**src/rtl/fetch_queue.sv**
```systemverilog
// fetch_queue: instruction-fetch front end for the RV32I pipeline.
// Issues one blocking I-mem read at a time, buffers returned words with their
// PCs in a DEPTH-entry FIFO and hands them to ID over a valid/ready handshake.
// A redirect from EX flushes the FIFO and squashes any in-flight response.
//
// Ports:
//   clk, rst_n                  clock, async active-low reset
//   imem_read / imem_address    read request (held until imem_resp)
//   imem_resp / imem_rdata      one-cycle response strobe + instruction word
//   redirect / redirect_pc      one-cycle control-flow redirect from EX
//   id_valid / id_ready         head-entry handshake to ID
//   id_instr / id_pc            head instruction and its PC
//   count                       current FIFO occupancy
module fetch_queue #(
  parameter int              XLEN     = 32,
  parameter int              DEPTH    = 4,
  parameter logic [XLEN-1:0] RESET_PC = XLEN'(32'h0000_0060)
) (
  input  logic                       clk,
  input  logic                       rst_n,
  output logic                       imem_read,
  output logic [XLEN-1:0]            imem_address,
  input  logic                       imem_resp,
  input  logic [31:0]                imem_rdata,
  input  logic                       redirect,
  input  logic [XLEN-1:0]            redirect_pc,
  output logic                       id_valid,
  input  logic                       id_ready,
  output logic [31:0]                id_instr,
  output logic [XLEN-1:0]            id_pc,
  output logic [$clog2(DEPTH+1)-1:0] count
);

  localparam int PW = $clog2(DEPTH);
  localparam int CW = $clog2(DEPTH+1);
  localparam logic [CW-1:0] FULL = CW'(DEPTH);

  typedef enum logic [1:0] {IDLE, REQ, DISCARD} state_t;

  typedef struct packed {
    logic [XLEN-1:0] pc;
    logic [31:0]     instr;
  } entry_t;

  entry_t          fifo_q [DEPTH];
  state_t          state, state_nxt;
  logic [XLEN-1:0] fetch_pc, fetch_pc_nxt;
  logic [XLEN-1:0] req_pc, req_pc_nxt;
  logic [PW-1:0]   wr_ptr, rd_ptr;
  logic [CW-1:0]   count_nxt;
  logic            enq, deq;
  logic [XLEN-1:0] redirect_tgt;

  assign redirect_tgt = {redirect_pc[XLEN-1:2], 2'b00};

  assign imem_read    = (state != IDLE);
  assign imem_address = req_pc;
  assign id_valid     = (count != '0);
  // Gate with id_valid so the un-reset storage never shows through.
  assign id_instr     = id_valid ? fifo_q[rd_ptr].instr : '0;
  assign id_pc        = id_valid ? fifo_q[rd_ptr].pc    : '0;

  always_comb begin
    enq          = (state == REQ) && imem_resp && !redirect;
    deq          = id_valid && id_ready && !redirect;
    count_nxt    = count + CW'(enq) - CW'(deq);
    state_nxt    = state;
    fetch_pc_nxt = fetch_pc;
    req_pc_nxt   = req_pc;
    if (redirect) fetch_pc_nxt = redirect_tgt;
    case (state)
      IDLE: begin
        // Issue only with a free slot, so an enqueue never meets a full FIFO.
        if (!redirect && count < FULL) begin
          state_nxt  = REQ;
          req_pc_nxt = fetch_pc;
        end
      end
      REQ: begin
        if (redirect) begin
          // Without a response the request is still in flight and its
          // eventual data must be swallowed.
          state_nxt = imem_resp ? IDLE : DISCARD;
        end else if (imem_resp) begin
          fetch_pc_nxt = req_pc + XLEN'(4);
          // Chain the next read immediately while room remains.
          if (count_nxt < FULL) req_pc_nxt = req_pc + XLEN'(4);
          else                  state_nxt  = IDLE;
        end
      end
      DISCARD: begin
        if (imem_resp) state_nxt = IDLE;
      end
      default: state_nxt = IDLE;
    endcase
  end

  always_ff @(posedge clk or negedge rst_n) begin
    if (!rst_n) begin
      state    <= IDLE;
      fetch_pc <= RESET_PC;
      req_pc   <= RESET_PC;
      count    <= '0;
      wr_ptr   <= '0;
      rd_ptr   <= '0;
    end else begin
      state    <= state_nxt;
      fetch_pc <= fetch_pc_nxt;
      req_pc   <= req_pc_nxt;
      if (redirect) begin
        count  <= '0;
        wr_ptr <= '0;
        rd_ptr <= '0;
      end else begin
        count <= count_nxt;
        if (enq) wr_ptr <= wr_ptr + PW'(1);
        if (deq) rd_ptr <= rd_ptr + PW'(1);
      end
    end
  end

  always_ff @(posedge clk) begin
    if (enq) fifo_q[wr_ptr] <= '{pc: req_pc, instr: imem_rdata};
  end

endmodule

```
**config.mk**
```make
export PLATFORM = sky130hd
export DESIGN_NAME = fetch_queue
export DESIGN_NICKNAME = d
export VERILOG_FILES = /design/src/rtl/fetch_queue.sv
export SDC_FILE = /design/constraint.sdc
export NUM_CORES = 1
export LEC_CHECK = 0
export CAP_MARGIN = 10
export CORE_UTILIZATION = 50
export DETAILED_ROUTE_END_ITERATION = 10
export PLACE_DENSITY = 0.76
export SETUP_SLACK_MARGIN = 0.1
export SLEW_MARGIN = 20
export SYNTH_ARGS = -nofsm -noshare
export SYNTH_HDL_FRONTEND = slang
export SYNTH_SLANG_ARGS = --single-unit
```
**constraint.sdc**
```tcl
create_clock -name clk -period 3.05 [get_ports clk]
set_input_delay 0.61 -clock clk [delete_from_list [all_inputs] [get_ports clk]]
set_output_delay 0.61 -clock clk [all_outputs]
set_load 0.02 [all_outputs]
```
* Yosys cells after proc, flatten, opt, wreduce, memory -nomap -nowiden *
Memory sizes are Yosys's and may differ from the RTL's.
Index checks and enable logic that the tools add are counted.
W data, S select, Z words.

storage, ports and cells
  memories kept = 1
  ROM bits = 0
  output and inout bits = 101
  bits in latches = 0
  logic and storage cells = 62
  bits in registers = 73
  input port bits = 69
  memory bits (writable) = 256

operators by class
  $add $sub $neg = 5
  divide/modulo/power cells = 0
  multiplexer cells = 25
  shift operators = 0
  equal/unequal tests = 9
  reductions and logical operators = 14
  magnitude comparators = 2
  bitwise logic cells = 0
  multipliers = 0

memory list
  name    words  width  read ports  clocked after memory_dff  wr ports  line  text
  fifo_q  4      64     1           0                         1         45    entry_t fifo_q [DEPTH];

operators with widths
  operator                 count
  $mux W32                 10
  $pmux W32 S2             1
  $add A32 B3 Y32 const B  1
  $mux W2                  10
  $ne A2 B2 Y1 const B     4
  $reduce_bool A2 Y1       4
  $lt A3 B3 Y1 const B     2
  $ne A3 B3 Y1 const B     2
  $pmux W2 S3              1
  $logic_and A1 B1 Y1      5
  $reduce_and A5 Y1        1
  $add A2 B1 Y2 const B    2
  $reduce_and A4 Y1        1
  $add A3 B1 Y3            1
  $mux W3                  1
  $reduce_bool A3 Y1       1
  $sub A3 B1 Y3            1
  $eq A2 B1 Y1 const B     1
  $eq A2 B2 Y1 const B     1
  $logic_not A2 Y1         1
  $mux W1                  2
  $ne A2 B1 Y1 const B     1
  $logic_not A1 Y1         1

* Logic depth before layout (Yosys ltp) *
  depth after elaboration = 10
  depth in mapped cells = 16
  depth with buffers taken out = 13

* Least setup slack after synthesis *
Ideal clock, no wire load.

  kind = input to register
  start point = input redirect
  end point = register req_pc[27] (netlist: imem_address[27])
  setup time = 0.080 ns
  data required time = 2.970 ns
  data arrival time = 3.548 ns
  path slack = -0.577 ns
  stages on the path = 15
  buffers on the path = 5
  cells stage by stage = clkbuf_1 buf_1 buf_1 nor2_1 ha_1 inv_1 ha_1 inv_1 fa_1 xnor2_1 and4b_1 a311o_1 buf_2 buf_2 a2bb2oi_1

on the way
  word-level cells in the longest chain between the ends = 7
  elaborated cells between the ends (all ways) = 11
  those cells by class = 2 x add/sub; 1 x order compare; 3 x eq/ne; 5 x reduce/logical

RTL lines
  element                                 line        text
  from (decl)                             25          input logic redirect,
  $logic_not A1 Y1                        64, 65, 74
  $logic_and A1 B1 Y1                     64          enq = (state == REQ) && imem_resp && !redirect;
  $add A3 B1 Y3                           66          count_nxt = count + CW'(enq) - CW'(deq);
  $sub A3 B1 Y3                           66
  $lt A3 B3 Y1                            87          if (count_nxt < FULL) req_pc_nxt = req_pc + XLEN'(4);
  $ne A2 B1 Y1 (no source line)           -
  $reduce_and A5 Y1 (no source line) (*)  -
  to (signal assigned)                    109         req_pc <= req_pc_nxt;
  to (decl)                               48          logic [XLEN-1:0] req_pc, req_pc_nxt;

Mark *: on every way between the ends. The rest lies on a longest branch, timed or not.
A chain may end at the register's enable or synchronous reset.

* Final worst setup path *
  start point = register count[2]
  end point = register req_pc[3] (netlist: imem_address[3])

on the way
  word-level cells in the longest chain between the ends = 7
  elaborated cells between the ends (all ways) = 11
  those cells by class = 2 x add/sub; 2 x order compare; 2 x eq/ne; 5 x reduce/logical

RTL lines
  element                                                line  text
  from (decl)                                            31    output logic [$clog2(DEPTH+1)-1:0] count
  from (signal assigned)                                 115   count <= count_nxt;
  branches (longest 6 deep; another with $add A3 B1 Y3)  -
  $reduce_and A5 Y1 (no source line) (*)                 -

Mark *: on every way between the ends.

==> metrics.md <==
| Metric | Value |
|---|---|
| Status | finished with violations |
| Failing checks | negative setup slack |
| Initial Util | 0.508 |
| CP bufs+invs | 3 |
| Fill cells | about 2k |
| Initial DRT Pass Iterations | 5 |
| Setup TNS | -1.88 ns |
| Post-Synth Simple-Gate Area | 0.105 |
| Fin util | 0.652 |
| Via-per-instance ratio | 5.82 |
| Arrival @ worst endpoint | around 3.5 ns |
| Final setup vio count | 26 |
| Placed cells | 1439 |
| Worst slew margin | 0.366 |
| PortBufs | approximately 170 |
| GRT Residual Overflow | 0 |
| Nets@finish | 1200 |
| Crit share post-route | 1.04 |
| Max IR drop VDD | between 0.0006 and 0.0007 V |
| Hold slack final | 0.233 ns |
| Clock tree buffer depth | 3 |
| Antenna Nets Post-Route | 0 |
| Row Count | ~60 |
| Crit path kind | reg2reg |
| RSZ-0062 raised after global routing | yes |
| Met1 WL | 13500 µm |
| Num CTS Buffers | 35 |
| Layout overhead on the synthesized area | 28.3% |
| Synth Area in XOR/XNOR | 0.0149 |
| Cell count after synthesis | 910 |
| Routed WL per cell | 21.6 µm |
| Largest family of logic cells by synthesized area | multiplexers |
| Layout cells sized above 1 | 0.234 |
| Slowest-stage cell, CP | a311o_2 |
| Met3 WL | 2430 µm |
| Synthesized area | 0.0141 mm² |
| Post-synth EDFFs | 256 |
| CTS tree | done |
| CP Launch Type | flop |
| Worst-path clk slew | about 0.060 ns |
| Hold Buf Count CTS | 0 |
| Crit-path cells | or3_4 > nand2_4 > nor2_1 > ha_1 > inv_1 > ha_1 > inv_1 > fa_2 > xnor2_2 > and4b_2 > a311o_2 > buf_12 > nor2_1 > a31oi_1 |
| Cell family with most CP delay | simple AND/OR/NAND/NOR gates |
| CP required | ~3.4 ns |
| Die width | ~170 µm |
| Post-synthesis mux area share | 0.112 |
| Max Cap Violations | 0 |
| Detailed Route WL | around 33000 µm |
| Register area | between 0.009 and 0.01 mm² |
| Asr flop ratio synth | 0.222 |
| PwrDens | 927 mW/mm² |
| N_diodes | 0 |
| First DRT Iteration DRCs | 890 |
| Initial antenna violation count | 0 |
| Number of global-route vias before repair | 9011 |
| Yosys warning total | 0 |
| Critical path fanouts, max | 7 |
| Met2 WL | 16400 µm |
| Register bit total from synthesis | 329 |
| Worst Setup Slack, final | -0.124 ns |
| Clk sinks | 329 |
| Fmax | 315 MHz |
| Area of the multi-input gates | ~0.0045 mm² |
| Min Tclk post-route | around 3.2 ns |
| Syn_area_per_cell | around 16 µm² |
| Residual DRC | 0 |
| Via Count | 8883 |
| Endpoint class of the critical path | flop |
| Post-synth net total | 987 |
| Hold Fails Final Rpt | 0 |
| Distinct cells, synth | 64 |
| Top sig layer | met4 |
| Worst skew pair latency | around 0.5 ns |
| Register area share after synthesis | 0.675 |
| Clk root buf | clkbuf_16 |
| DPL Wire Length | 19500 µm |
| Primary FF master, synth | edfxtp_1 |
| Worst-margin pin slew | 0.951 ns |
| Compound-Gate Fraction of Synth Area | 0.0646 |
| Largest net degree at the start of global routing | 67 |
| Slowest stage delay, CP | 0.46 ns |
| Hold Path Class | in2async |
| IO Pins | 170 |
| Static Leak | 6.45 nW |
| H-tree depth | 2 |
| First-pass GRT wire length | 51100 µm |
| Post-Layout Cell Count | 1525 |
| Max Slew Vio Count | 0 |
| GP Congestion | 0.822 |
| Clock skew | 0.0139 ns |
| Synth Area in Adders | 0.00763 |
| Die area | 0.0289 mm² |
| Core Area | 0.0278 mm² |
| GRT Total Usage | 0.234 |
| Die H | about 170 µm |
final cells by class:
class / instances / area share
clock inverters: 16 / 0.00940
multi-input cells: 512 / 0.246
flip-flops and latches: 329 / 0.526
repair buffers: 238 / 0.138
clock buffers: 45 / 0.0528
well taps: 378 / 0.0261
inverters: 7 / 0.00145
final timing paths:
check | startpoint | to | slack, ns | cells past startpoint
worst min register to register | fetch_pc[0]$_DFF_PN0_ | imem_address[0]$_DFFE_PN0P_ | 0.52 | 1
min in group clk | imem_resp | state[1]$_DFFE_PN0P_ | 0.50 | 3
worst max-delay path | count[2]$_DFF_PN0_ | imem_address[3]$_DFFE_PN0P_ | -0.12 | 14
worst max register to register | count[2]$_DFF_PN0_ | imem_address[3]$_DFFE_PN0P_ | -0.12 | 14
max in group asynchronous | rst_n | fetch_pc[6]$_DFF_PN1_ | 2.02 | 2
worst min-delay path | rst_n | state[1]$_DFFE_PN0P_ | 0.23 | 1
state kept, by name (all words and copies together), names as in the netlist:
name and flops:
state 2, count 3, wr_ptr 2, rd_ptr 2, imem_address 32, fifo_q 256, fetch_pc 32
metrics by stage:
step / setup slack (ns) / instance area [µm²] / power (mW)
2_1_floorplan: -0.180 / 14200 / 9.61
3_3_place_gp: -0.527 / 16500 / 12.1
3_5_place_dp: -0.592 / 16500 / 12.2
4_1_cts: -0.0867 / 17800 / 16.4
5_1_grt: -0.229 / 18100 / 17.5
6_report: -0.124 / 18100 / 16.8
cell usage after synthesis, types with 16 or more instances:
cell	count	area [µm²]
a21oi_1	50	250
and2_1	72	450
dfrtp_1	69	1730
buf_2	20	100
edfxtp_1	256	7690
nand2_1	66	248
o22ai_1	18	113
o21ai_0	30	150
mux4_2	64	1440
a2bb2oi_1	16	140
nor2_1	33	124
clkbuf_1	30	113
placed cells by master (no fill, tap or decap), types with 33 or more instances in the layout:
master	instances
a21oi_1	42
and2_1	66
buf_4	41
clkbuf_16	41
clkdlybuf4s50_1	99
dfrtp_1	66
edfxtp_1	256
mux4_2	64
nand2_1	65
nor2_1	33
report_power, final:
group          internal, mW  switching, mW
sequential             5.50          0.763
clock                  2.54           1.63
combinational          3.08           3.27
total                  11.1           5.66
logic make-up (layout without fill, tap and decap cells):
kind of cell,Yosys count,after routing
compound gates,147,147
xor+xnor,24,24
fa+ha+maj,8,8
buf+inv,69,306
flops,329,329
mux,77,77
simple gates,256,256
metal layers:
layer  GRT usage  vias to the layer above
met5           0                        -
met4      0.0693                        0
met3      0.0423                       55
met2       0.385                      382
met1       0.319                     4499
li1            -                     3947
timing repair:
action,4_1_cts,5_1_grt
pin swaps,0,8
setup endpoints to repair,94,46
gates cloned,3,5
buffers inserted,8,9
gates resized for setup,133,57
(Power assumes the default switching activity.)
